### src/rtl/cmp_pkg.sv
// Shared types for the serial magnitude comparator: FSM states and the
// one-hot lt/eq/gt result word.
package cmp_pkg;

   typedef enum logic [0:0] {
      IDLE = 1'b0,
      SCAN = 1'b1
   } state_t;

   typedef struct packed {
      logic lt;
      logic eq;
      logic gt;
   } result_t;

   localparam result_t RES_NONE = 3'b000;
   localparam result_t RES_LT   = 3'b100;
   localparam result_t RES_EQ   = 3'b010;
   localparam result_t RES_GT   = 3'b001;

endpackage

### src/rtl/cmp_digit.sv
// Combinational unsigned comparator for one digit of the serial scan.
module cmp_digit #(
   parameter int DIGIT = 4
) (
   input  logic [DIGIT-1:0] a,
   input  logic [DIGIT-1:0] b,
   output logic             lt,
   output logic             eq,
   output logic             gt
);

   assign lt = (a < b);
   assign eq = (a == b);
   assign gt = (a > b);

endmodule

### src/rtl/mag_cmp_serial.sv
// Sequential magnitude comparator: scans operands MS digit first, DIGIT bits
// per cycle, terminating on the first differing digit.
module mag_cmp_serial
   import cmp_pkg::*;
#(
   parameter int WIDTH = 16,
   parameter int DIGIT = 4
) (
   input  logic             clk,
   input  logic             rst,
   input  logic             start,
   input  logic             signed_mode,
   input  logic [WIDTH-1:0] a,
   input  logic [WIDTH-1:0] b,
   output logic             busy,
   output logic             done,
   output logic             lt,
   output logic             eq,
   output logic             gt
);

   localparam int N  = WIDTH / DIGIT;
   localparam int KW = (N > 1) ? $clog2(N) : 1;
   localparam logic [KW-1:0]    K_TOP    = KW'(N - 1);
   localparam logic [WIDTH-1:0] MSB_MASK = WIDTH'(1) << (WIDTH - 1);

   generate
      if (DIGIT < 1 || (WIDTH % DIGIT) != 0) begin : g_param_check
         $error("mag_cmp_serial: WIDTH must be a non-zero multiple of DIGIT");
      end
   endgenerate

   state_t           state_reg, state_next;
   logic [KW-1:0]    k_reg, k_next;
   logic [WIDTH-1:0] a_reg, a_next;
   logic [WIDTH-1:0] b_reg, b_next;
   result_t          res_reg, res_next;
   logic             done_reg, done_next;

   logic [DIGIT-1:0] a_dig, b_dig;
   logic             d_lt, d_eq, d_gt;

   assign a_dig = a_reg[int'(k_reg)*DIGIT +: DIGIT];
   assign b_dig = b_reg[int'(k_reg)*DIGIT +: DIGIT];

   cmp_digit #(.DIGIT(DIGIT)) u_digit (
      .a  (a_dig),
      .b  (b_dig),
      .lt (d_lt),
      .eq (d_eq),
      .gt (d_gt)
   );

   always_comb begin
      state_next = state_reg;
      k_next     = k_reg;
      a_next     = a_reg;
      b_next     = b_reg;
      res_next   = res_reg;
      done_next  = 1'b0;
      case (state_reg)
         IDLE: begin
            if (start) begin
               // Flipping the sign bit maps two's complement onto offset
               // binary, so the same unsigned scan yields the signed order.
               a_next     = signed_mode ? (a ^ MSB_MASK) : a;
               b_next     = signed_mode ? (b ^ MSB_MASK) : b;
               k_next     = K_TOP;
               state_next = SCAN;
            end
         end
         SCAN: begin
            if (!d_eq) begin
               res_next   = d_lt ? RES_LT : (d_gt ? RES_GT : RES_NONE);
               done_next  = 1'b1;
               state_next = IDLE;
            end else if (k_reg == '0) begin
               res_next   = RES_EQ;
               done_next  = 1'b1;
               state_next = IDLE;
            end else begin
               k_next = k_reg - 1'b1;
            end
         end
         default: state_next = IDLE;
      endcase
   end

   always_ff @(posedge clk) begin
      if (rst) begin
         state_reg <= IDLE;
         k_reg     <= K_TOP;
         a_reg     <= '0;
         b_reg     <= '0;
         res_reg   <= RES_NONE;
         done_reg  <= 1'b0;
      end else begin
         state_reg <= state_next;
         k_reg     <= k_next;
         a_reg     <= a_next;
         b_reg     <= b_next;
         res_reg   <= res_next;
         done_reg  <= done_next;
      end
   end

   assign busy = (state_reg == SCAN);
   assign done = done_reg;
   assign lt   = res_reg.lt;
   assign eq   = res_reg.eq;
   assign gt   = res_reg.gt;

endmodule

### config.mk
export PLATFORM = sky130hd
export DESIGN_NAME = mag_cmp_serial
export DESIGN_NICKNAME = d
export VERILOG_FILES = /design/src/rtl/cmp_pkg.sv /design/src/rtl/cmp_digit.sv /design/src/rtl/mag_cmp_serial.sv
export SDC_FILE = /design/constraint.sdc
export NUM_CORES = 1
export LEC_CHECK = 0
export BUFFER_PORTS_ARGS = -buffer_cell sky130_fd_sc_hd__buf_2
export CAP_MARGIN = 15
export CORE_MARGIN = 2
export CORE_UTILIZATION = 42
export CTS_CLUSTER_DIAMETER = 50
export DETAILED_ROUTE_END_ITERATION = 16
export PLACE_DENSITY = 0.71
export SLEW_MARGIN = 20
export SYNTH_ARGS = -nofsm -noshare
export SYNTH_HDL_FRONTEND = slang
export SYNTH_SLANG_ARGS = --single-unit
### constraint.sdc
create_clock -name clk -period 4.1 [get_ports clk]
set_input_delay 0.615 -clock clk [delete_from_list [all_inputs] [get_ports clk]]
set_output_delay 0.615 -clock clk [all_outputs]
set_load 0.005 [all_outputs]
# Word-level counts from Yosys, hierarchy flattened
# Index checks and enable logic that the tools add are counted.
# Widths: inputs -> output; s select.
[word_totals] register_bits=39 input_bits=36 out_inout_bits=5 word_cells=42
[op_classes] n_addsub=1 order_cmp=2 n_eq_ne=5 n_shift=2 mux=16 bitwise_logic=3 n_reduce_logical=5
[ops] cell="$mux 16" count=2
[ops] cell="$shiftx 16x5->4" count=2
[ops] cell="$mux 3" count=3
[ops] cell="$mux 1" count=6
[ops] cell="$mux 2" count=3
[ops] cell="$eq 4x4->1" count=1
[ops] cell="$gt 4x4->1" count=1
[ops] cell="$lt 4x4->1" count=1
[ops] cell="$ne 2x1->1 const B" count=2
[ops] cell="$ne 2x2->1 const B" count=2
[ops] cell="$pmux 2 s2" count=1
[ops] cell="$reduce_and 2->1" count=2
[ops] cell="$not 1->1" count=3
[ops] cell="$reduce_and 3->1" count=1
[ops] cell="$logic_not 2->1" count=1
[ops] cell="$pmux 1 s2" count=1
[ops] cell="$reduce_or 2->1" count=1
[ops] cell="$sub 2x1->2 const B" count=1

# Longest topological paths before layout
# Gate-level depths: netlist of run 1.
[depth] word_depth=5 mapped_depth=8 mapped_depth_nobuf=7

# By module
# Synthesis of run 1 repeated with hierarchy kept, for this count alone.
[hier_totals] hier_cells=197 area_unflattened_um2=1751.7
[modules_own_cells] module="mag_cmp_serial" n_inst=1 cells_per_inst=181 area_per_inst_um2=1622.8 seq_area_each_um2=780.7
[modules_own_cells] module="cmp_digit" n_inst=1 cells_per_inst=16 area_per_inst_um2=128.9 seq_area_each_um2=0.0

# Least setup slack after synthesis of run 1
# No wires, ideal clock.
[synth_path] path_kind="reg2reg" start="register k_reg[0]" end="register k_reg[0]" setup_time_ns=0.118 arrival_time_ns=2.099 required_ns=3.982 setup_slack_ns=1.883 stages_incl_launch_ff=8 n_path_buf=1 period_less_slack_ns=2.217 path_cell_list="dfxtp_1 buf_2 mux4_2 ha_1 nand4_2 or3b_4 xnor2_1 nand2_1"
[synth_between] elab_chain_cells=4 elab_cells_between_ends=11 cone_classes="1 x add/sub; 3 x eq/ne; 2 x shift; 3 x mux; 2 x reduce/logical"
[synth_lines] item="start: declaration" line="mag_cmp_serial.sv:34" source="logic [KW-1:0] k_reg, k_next;"
[synth_lines] item="start signal: assignment" line="mag_cmp_serial.sv:99" source="k_reg <= k_next;"
[synth_lines] item="$shiftx 16x5->4, or another cell as far along" line="mag_cmp_serial.sv:43" source="assign a_dig = a_reg[int'(k_reg)*DIGIT +: DIGIT];"
[synth_lines] item="$eq 4x4->1 or $mux 2 (tied branches)" line="cmp_digit.sv:13, mag_cmp_serial.sv:77"
[synth_lines] item="$ne 2x1->1 (no source line) or $mux 2 (tied branches)"
[synth_lines] item="$reduce_and 3->1 (no source line) or $pmux 2 s2 (tied branches)"
# Parallel ways exist; a longest one is shown, timed or not. The select of a mux whose other input is x is not followed.
# A chain may end at the register's enable or synchronous reset.

# Final worst setup path of run 1
# Ends and elaborated chain as after synthesis.

==> flow_summary.toml, run 1 <==
[outcome]
status = "complete, no violations"

[setup_path]
criticalPathCategory = "register to register"
worstPathArrival_ns = 2.72
worstReg2RegStart = "k_reg[0]"
slowest_stage = "dfxtp_1"
critPathMaxStageDelay_ns = 0.68
cp-start-kind = "register"
crit_chain = "mux4_2 > ha_1 > nand4_2 > or3b_4 > xnor2_1 > nand2_1"
endpoint_kind = "register"
cp_data_required_time_ns = 4.29
rr_worst_depth = 6
rr_endpoint = "k_reg[0]"
cp_max_fo = 9
r2r_slack_ns = 1.58

[floorplan]
num_rows = 22
start_util = 0.447
num_io_pins = 41
core_area_sq_um = 3740
die_h_um = 67.1
dieArea_sq_um = 4510
dieWidth_um = 67.1

[global_route]
grt.busiest_layer = "met2"
grt_max_degree = 40
overflow = 0
antenna_found_initial = 0
grt_usage = 0.157
met1_usage = 0.192
grt_pass1_vias = 1232
grt_pass1_wl_um = 5210
met3_usage = 0.0417
grt_util_met2 = 0.250

[clocking]
root_buffer = "clkbuf_8"
insertion_delay_ns = 0.30
cts_hold_buf = 0
numCtsBuffers = 5
cts_buffer_depth = 2
cts_sinks = 39
cts_tree = "built"
cts_setup_buffers = 0
ctsResizeCount = 0
clkTransAtPathRegs_ns = 0.07
htreeDepth = 2

[placement]
dp.final_hpwl_um = 2260
place_inst = 268
io_buffers = 40
gp_congestion = 0.726

[sta]
setup_viol = 0
rsz0062_at_grt = "false"
fin_skew_ns = 0.00172
period_minus_slack_ns = 2.52
tightest_slew_ns = 0.719
fmax_ghz = 0.396
slew_headroom = 0.519
drv_slew = 0
finalCritPeriodShare = 0.615
timing_hold_violations_final = 0
tns_ns = 0

[detailed_routing]
first_pass_iters = 4
ant_nets = 0
viasPerCell = 4.92
avgRoutedWirePerCell_um = 11.6
drt_iter0_markers = 48
drc_errors = 0
vias = 1358
drt-total-wl_um = 3220

[synth]
syn_area_per_cell_sq_um = 8.72
synth_ff_type = "dfxtp_1"
synth-seq-area-share = 0.466
syn-cell-area_sq_um = 1670
synth_seq_cells = 39
synthCells = 192
synth.distinct_cells = 22
synthArstFlopShare = 0
synth_warnings = 0
synth_nets = 233
yosys.area.top_type = "dfxtp_1"
synth_area_leaders = "dfxtp_1 (47%), nand2_1 (15%), a21oi_1 (11%)"
synth_edf_count = 0
yosysTopAreaCellShare = 0.466

[cells_and_area]
layout-drive-gt1-share = 0.259
antenna_cells = 0
syn2layout_area_growth_pct = 17.6
final_cell_mix = "nand2_1 (65), buf_2 (40), dfxtp_1 (39), a21oi_1 (36), mux4_2 (8)"
final_cells = 276
mostFrequentLayoutCell = "nand2_1"
fin_nets = 268

[worst_hold_path]
hold_end = "b_reg[11]"
holdPathStages = 2
hp-start = "b_reg[11]"
hp-class = "register to register"

[power_and_ir_drop]
power.total_mw = 0.797
ir_worst_vdd_mv = 0.207
power.density_nw_per_um2 = 405
p_leak_nw = 0.840

[job]
cap_violations = 0
==> stage by stage <==
stage                     hold WS (ns)  setup WS [ns]  cell area [sq um]   util
after floorplan                  0.433           1.88               1670      -
after detailed placement         0.448           1.57               1890  0.504
after global placement           0.444           1.65               1890  0.504
after global routing             0.476           1.40               1970  0.526
after CTS                        0.458           1.56               1970  0.525
final                            0.455           1.58               1970  0.526
==> power by group <==
part	switching [mW]	internal, mW
Sequential	0.0178	0.405
Combinational	0.0638	0.0608
Clock	0.131	0.119
==> how the worst max path moves through the flow <==
| stage | startpoint | to | slack, ns | depth (start not counted) |
|---|---|---|---|---|
| 2_1_floorplan | k_reg[0] | k_reg[0] | 1.88 | 7 |
| 3_3_place_gp | k_reg[0] | k_reg[0] | 1.65 | 6 |
| 6_report | k_reg[0] | k_reg[0] | 1.58 | 6 |
| 4_1_cts | k_reg[0] | k_reg[0] | 1.56 | 6 |
| 5_1_grt | k_reg[0] | k_reg[0] | 1.40 | 6 |
| 3_5_place_dp | k_reg[0] | k_reg[0] | 1.57 | 6 |
==> cell usage after synthesis, types with 3 or more instances <==
master / number
nor2_1: 3
ha_1: 5
nand2_1: 65
a211oi_1: 3
inv_1: 7
dfxtp_1: 39
a21oi_1: 36
buf_2: 8
mux4_2: 8
xnor2_1: 3
clkbuf_1: 4
==> per-layer routing <==
metal  wire length [um]  vias to the layer above
li1                   -                      716
met4                 90                        0
met2               1470                       27
met1               1520                      607
met5                  0                        -
met3                135                        8
==> final cells by class <==
type | count | area, sq um
repair buffers | 41 | 208
flip-flops and latches | 39 | 781
well taps | 48 | 60.1
inverters | 7 | 26.3
clock inverters | 1 | 5.00
fillers | 367 | 1770
multi-input cells | 133 | 813
clock buffers | 7 | 76.3
==> worst max-delay path, delay by kind of cell (launching register included) <==
kind	cells	cell delay, ns
DFF	1	0.68
and+or+nand+nor	3	0.65
xor gates and xnor gates	1	0.14
adders and majority gates	1	0.35
muxes	1	0.59
==> cell families (layout without fill, tap and decap cells) <==
kind of cell | Yosys count | count (layout) | share of synthesized area
xor+xnor | 3 | 3 | 0.0157
flops | 39 | 39 | 0.466
buf+inv | 20 | 56 | 0.0508
simple gates | 74 | 74 | 0.182
fa+ha+maj | 5 | 5 | 0.0374
mux | 8 | 8 | 0.108
compound gates | 43 | 43 | 0.140
Note: power is estimated with default switching activity, not from simulation.
==> run 2, diff against run 1 <==
==> constraint.sdc (replaced) <==
create_clock -name clk -period 2.6 [get_ports clk]
set_input_delay 0.39 -clock clk [delete_from_list [all_inputs] [get_ports clk]]
set_output_delay 0.39 -clock clk [all_outputs]
set_load 0.005 [all_outputs]
==> flow_summary.toml, run 2 (same netlist as run 1, synthesis figures left out) <==
[sta]
finalCritPeriodShare = 0.870
layout_setup_ws_ns = 0.338
period_minus_slack_ns = 2.26
tightest_slew_ns = 0.384
tns_ns = 0
fin_skew_ns = 0.00606
slew_headroom = 0.744
setup_viol = 0
rsz0062_at_grt = "false"
timing_hold_violations_final = 0
hold_ws_ns = 0.320
fmax_ghz = 0.442
drv_slew = 0

[job]
cap_violations = 0

[power_and_ir_drop]
power.density_nw_per_um2 = 712
p_leak_nw = 0.881
ir_worst_vdd_mv = 0.306

[detailed_routing]
avgRoutedWirePerCell_um = 11.7
viasPerCell = 5.01
ant_nets = 0
drt_iter0_markers = 36
vias = 1402
drt-total-wl_um = 3280
first_pass_iters = 4
drc_errors = 0

[clocking]
cts_setup_buffers = 0
numCtsBuffers = 5
insertion_delay_ns = 0.30
cts_hold_buf = 0
cts_buffer_depth = 2
cts_tree = "built"
ctsResizeCount = 0
clkTransAtPathRegs_ns = 0.07
cts_sinks = 39
root_buffer = "clkbuf_8"
htreeDepth = 2

[cells_and_area]
final_util = 0.547
final_cell_mix = "nand2_1 (65), buf_2 (40), dfxtp_1 (39), a21oi_1 (36), mux4_2 (8)"
layout-drive-gt1-share = 0.272
fin_nets = 272
mostFrequentLayoutCell = "nand2_1"
antenna_cells = 0
syn2layout_area_growth_pct = 22.3

[placement]
post-place-ws_ns = 0.363
gp_congestion = 0.764
dp.final_hpwl_um = 2400
io_buffers = 40

[global_route]
antenna_found_initial = 0
grt_usage = 0.168
overflow = 0
grt_pass1_vias = 1333
grt_max_degree = 36
grt_pass1_wl_um = 5580

[setup_path]
crit_family = "simple AND/OR/NAND/NOR gates"
cp-start-kind = "register"
critPathMaxStageDelay_ns = 0.51
crit_chain = "buf_4 > mux4_2 > ha_1 > nand4_2 > or3b_4 > xnor2_1 > nand2_1"
slowest_stage = "mux4_2"
cp_data_required_time_ns = 2.78
endpoint_kind = "register"
path_buf_inv = 1
cp_max_fo = 5
criticalPathCategory = "register to register"
worstPathArrival_ns = 2.44

[outcome]
status = "complete, no violations"

[floorplan]
num_rows = 22
start_util = 0.447
num_io_pins = 41
dieArea_sq_um = 4510
dieWidth_um = 67.1
core_area_sq_um = 3740
die_h_um = 67.1

[worst_hold_path]
hp-class = "input pin to register"
## run 2: cell count changes in the layout (fill, tap and decap cells not counted)
cell | previous run | this run
nand2b_2 | 1 | 0
clkinv_2 | 1 | 0
clkbuf_1 | 2 | 1
nand2b_1 | 0 | 1
bufinv_16 | 0 | 2
buf_4 | 1 | 5
## run 2: layout make-up
class                           instances  area, sq um
Clock buffer                            6         72.6
Clock inverter                          2         60.1
Fill cell                             394         1700
Inverter                                7         26.3
Multi-Input combinational cell        133          811
Sequential cell                        39          781
Tap cell                               48         60.1
Timing Repair Buffer                   45          238
## run 2: power breakdown
group / switching (mW) / internal, mW / leakage (nW)
registers: 0.0251 / 0.638 / 0.320
logic: 0.106 / 0.0997 / 0.496
clock network: 0.206 / 0.383 / 0.0654
total: 0.337 / 1.12 / 0.881
## run 2: path summary, 6_finish.rpt
kind,startpoint,to,slack [ns],cells past startpoint
min,b[6],b_reg[6],0.32,3
max reg2reg,k_reg[0],k_reg[0],0.34,7
max,k_reg[0],k_reg[0],0.34,7
min reg2reg,a_reg[6],a_reg[6],0.46,2
## run 2: worst reg2reg max path, cell delays in order, from the launching register on
cell and delay (ns):
dfxtp_1 0.33, buf_4 0.16, mux4_2 0.51, ha_1 0.35
nand4_2 0.15, or3b_4 0.43, xnor2_1 0.15, nand2_1 0.08
## run 2: layer usage
| metal | GRT usage | up-vias | share of wire |
|---|---|---|---|
| met5 | 0 | - | 0 |
| met4 | 0.0918 | 0 | 0.027 |
| met3 | 0.0367 | 7 | 0.049 |
| met2 | 0.285 | 33 | 0.48 |
| met1 | 0.196 | 642 | 0.44 |
| li1 | - | 720 | - |
## run 2: through the flow
| stage | total power, mW | cells | cell area, sq um |
|---|---|---|---|
| 2_1_floorplan | 0.817 | 192 | 1670 |
| 3_3_place_gp | 0.878 | 272 | 1920 |
| 3_5_place_dp | 0.884 | 272 | 1920 |
| 4_1_cts | 1.47 | 280 | 2050 |
| 5_1_grt | 1.53 | 280 | 2050 |
| 6_report | 1.46 | 280 | 2050 |
==> run 3, diff against run 2 <==
--- a/config.mk
+++ b/config.mk
@@ -11,7 +11,8 @@
 export CORE_UTILIZATION = 42
 export CTS_CLUSTER_DIAMETER = 50
 export DETAILED_ROUTE_END_ITERATION = 16
-export PLACE_DENSITY = 0.71
+export PLACE_DENSITY = 0.73
+export SETUP_SLACK_MARGIN = 0.4
 export SLEW_MARGIN = 20
 export SYNTH_ARGS = -nofsm -noshare
 export SYNTH_HDL_FRONTEND = slang
==> flow_summary.toml, run 3 (same netlist as run 1, synthesis figures left out) <==
[floorplan]
num_io_pins = 41
start_util = 0.447
die_h_um = 67.1
core_area_sq_um = 3740
dieWidth_um = 67.1
dieArea_sq_um = 4510
num_rows = 22

[placement]
dp.final_hpwl_um = 2400
post-place-ws_ns = 0.352
io_buffers = 40
place_inst = 271
gp_congestion = 0.772

[power_and_ir_drop]
pwr-share-seq = 0.509
combPwrFrac = 0.193
swShare = 0.273
ir_worst_vdd_mv = 0.364
cellInternalPower_mw = 0.949
power.density_nw_per_um2 = 627
power.switching_mw = 0.356
p_leak_nw = 0.875
power.share.clock = 0.299

[detailed_routing]
drt_iter0_markers = 87
drc_errors = 0
first_pass_iters = 4
ant_nets = 0
drt-total-wl_um = 3540
avgRoutedWirePerCell_um = 12.7
vias = 1397
viasPerCell = 4.99

[sta]
layout_setup_ws_ns = 0.426
drv_slew = 0
fin_skew_ns = 0.00643
fmax_ghz = 0.460
finalCritPeriodShare = 0.836
tns_ns = 0
timing_hold_violations_final = 0
slew_headroom = 0.549
period_minus_slack_ns = 2.17
rsz0062_at_grt = "true"
hold_ws_ns = 0.327
tightest_slew_ns = 0.673
setup_viol = 0

[clocking]
cts_hold_buf = 0
cts_sinks = 39
insertion_delay_ns = 0.29
cts_buffer_depth = 2
htreeDepth = 2
numCtsBuffers = 5
root_buffer = "clkbuf_8"
clkTransAtPathRegs_ns = 0.08
cts_tree = "built"

[global_route]
antenna_found_initial = 0
grt_pass1_vias = 1325
grt_util_met2 = 0.292
grt_pass1_wl_um = 5670
grt_usage = 0.170
met3_usage = 0.0467
grt_max_degree = 40
met1_usage = 0.195
grt.busiest_layer = "met2"
overflow = 0

[setup_path]
cp-start-kind = "register"
endpoint_kind = "register"
cp_data_required_time_ns = 2.78
crit_cells = 7
crit_family = "simple AND/OR/NAND/NOR gates"
rr_worst_depth = 7
crit_chain = "buf_4 > mux4_2 > ha_4 > nand4_4 > or3b_4 > xnor2_2 > nand2_1"
cp_max_fo = 4
worstPathArrival_ns = 2.36
criticalPathCategory = "register to register"
path_buf_inv = 1
critPathMaxStageDelay_ns = 0.55
slowest_stage = "mux4_2"

[cells_and_area]
layout-drive-gt1-share = 0.310
mostFrequentLayoutCell = "nand2_1"
antenna_cells = 0
final_cells = 280
syn2layout_area_growth_pct = 24.3
fin_nets = 273
final_cell_mix = "nand2_1 (64), buf_2 (40), dfxtp_1 (37), a21oi_1 (36), mux4_2 (8)"

[worst_hold_path]
holdPathStages = 3
hp-class = "input pin to register"

[job]
cap_violations = 0

[outcome]
status = "complete, no violations"
==> run 3: changes by cell type in the layout (fill, tap and decap cells not counted), sizes merged <==
cell	delta
buf	+1
bufinv	-2
clkbuf	-1
clkinv	+2
==> run 3: power groups by stage <==
stage / Sequential (mW) / Combinational [mW] / Clock [mW]
floorplan: 0.667 / 0.151 / 0
global placement: 0.676 / 0.201 / 0
detailed placement: 0.677 / 0.205 / 0
CTS: 0.664 / 0.232 / 0.397
global route: 0.668 / 0.280 / 0.431
finish: 0.664 / 0.251 / 0.390
==> run 3: routing by layer <==
metal  share of wire  up-vias
li1                -      724
met1            0.43      634
met2            0.51       33
met3           0.044        6
met4           0.019        0
met5               0        -
==> run 3: final timing paths <==
check | startpoint | end | slack [ns]
worst max-delay path | k_reg[0] | k_reg[0] | 0.43
worst min-delay path | b[14] | b_reg[14] | 0.33
worst max register to register | k_reg[0] | k_reg[0] | 0.43
worst min register to register | b_reg[9] | b_reg[9] | 0.46
==> run 3: layout make-up <==
class	instances	area (sq um)
inverter	7	26.3
timing repair buffer	46	249
tap	48	60.1
clock buffer	5	68.8
multi-input combinational	133	880
sequential	39	783
fill	370	1660
clock inverter	2	13.8
==> run 3: metrics by stage <==
stage          area [sq um]  power, mW  utilization
6_report               2080       1.31        0.556
5_1_grt                2080       1.38        0.556
2_1_floorplan          1680      0.818            -
3_3_place_gp           1910      0.877        0.510
3_5_place_dp           1910      0.883        0.510
4_1_cts                2040       1.29        0.546
==> run 3: worst reg2reg max path, stage by stage (launching register included) <==
cell and delay (ns):
dfxtp_2 0.34, buf_4 0.14, mux4_2 0.55, ha_4 0.31
nand4_4 0.10, or3b_4 0.43, xnor2_2 0.14, nand2_1 0.06
==> run 3: repair_timing <==
| item | in CTS | in global routing |
|---|---|---|
| resized for setup | 6 | 4 |
| pin swaps | 2 | 6 |
| buffers inserted | 1 | 1 |
| setup endpoints to repair | 2 | 3 |
| cloned | 0 | 0 |
| endpoints found under the hold margin | 0 | 0 |
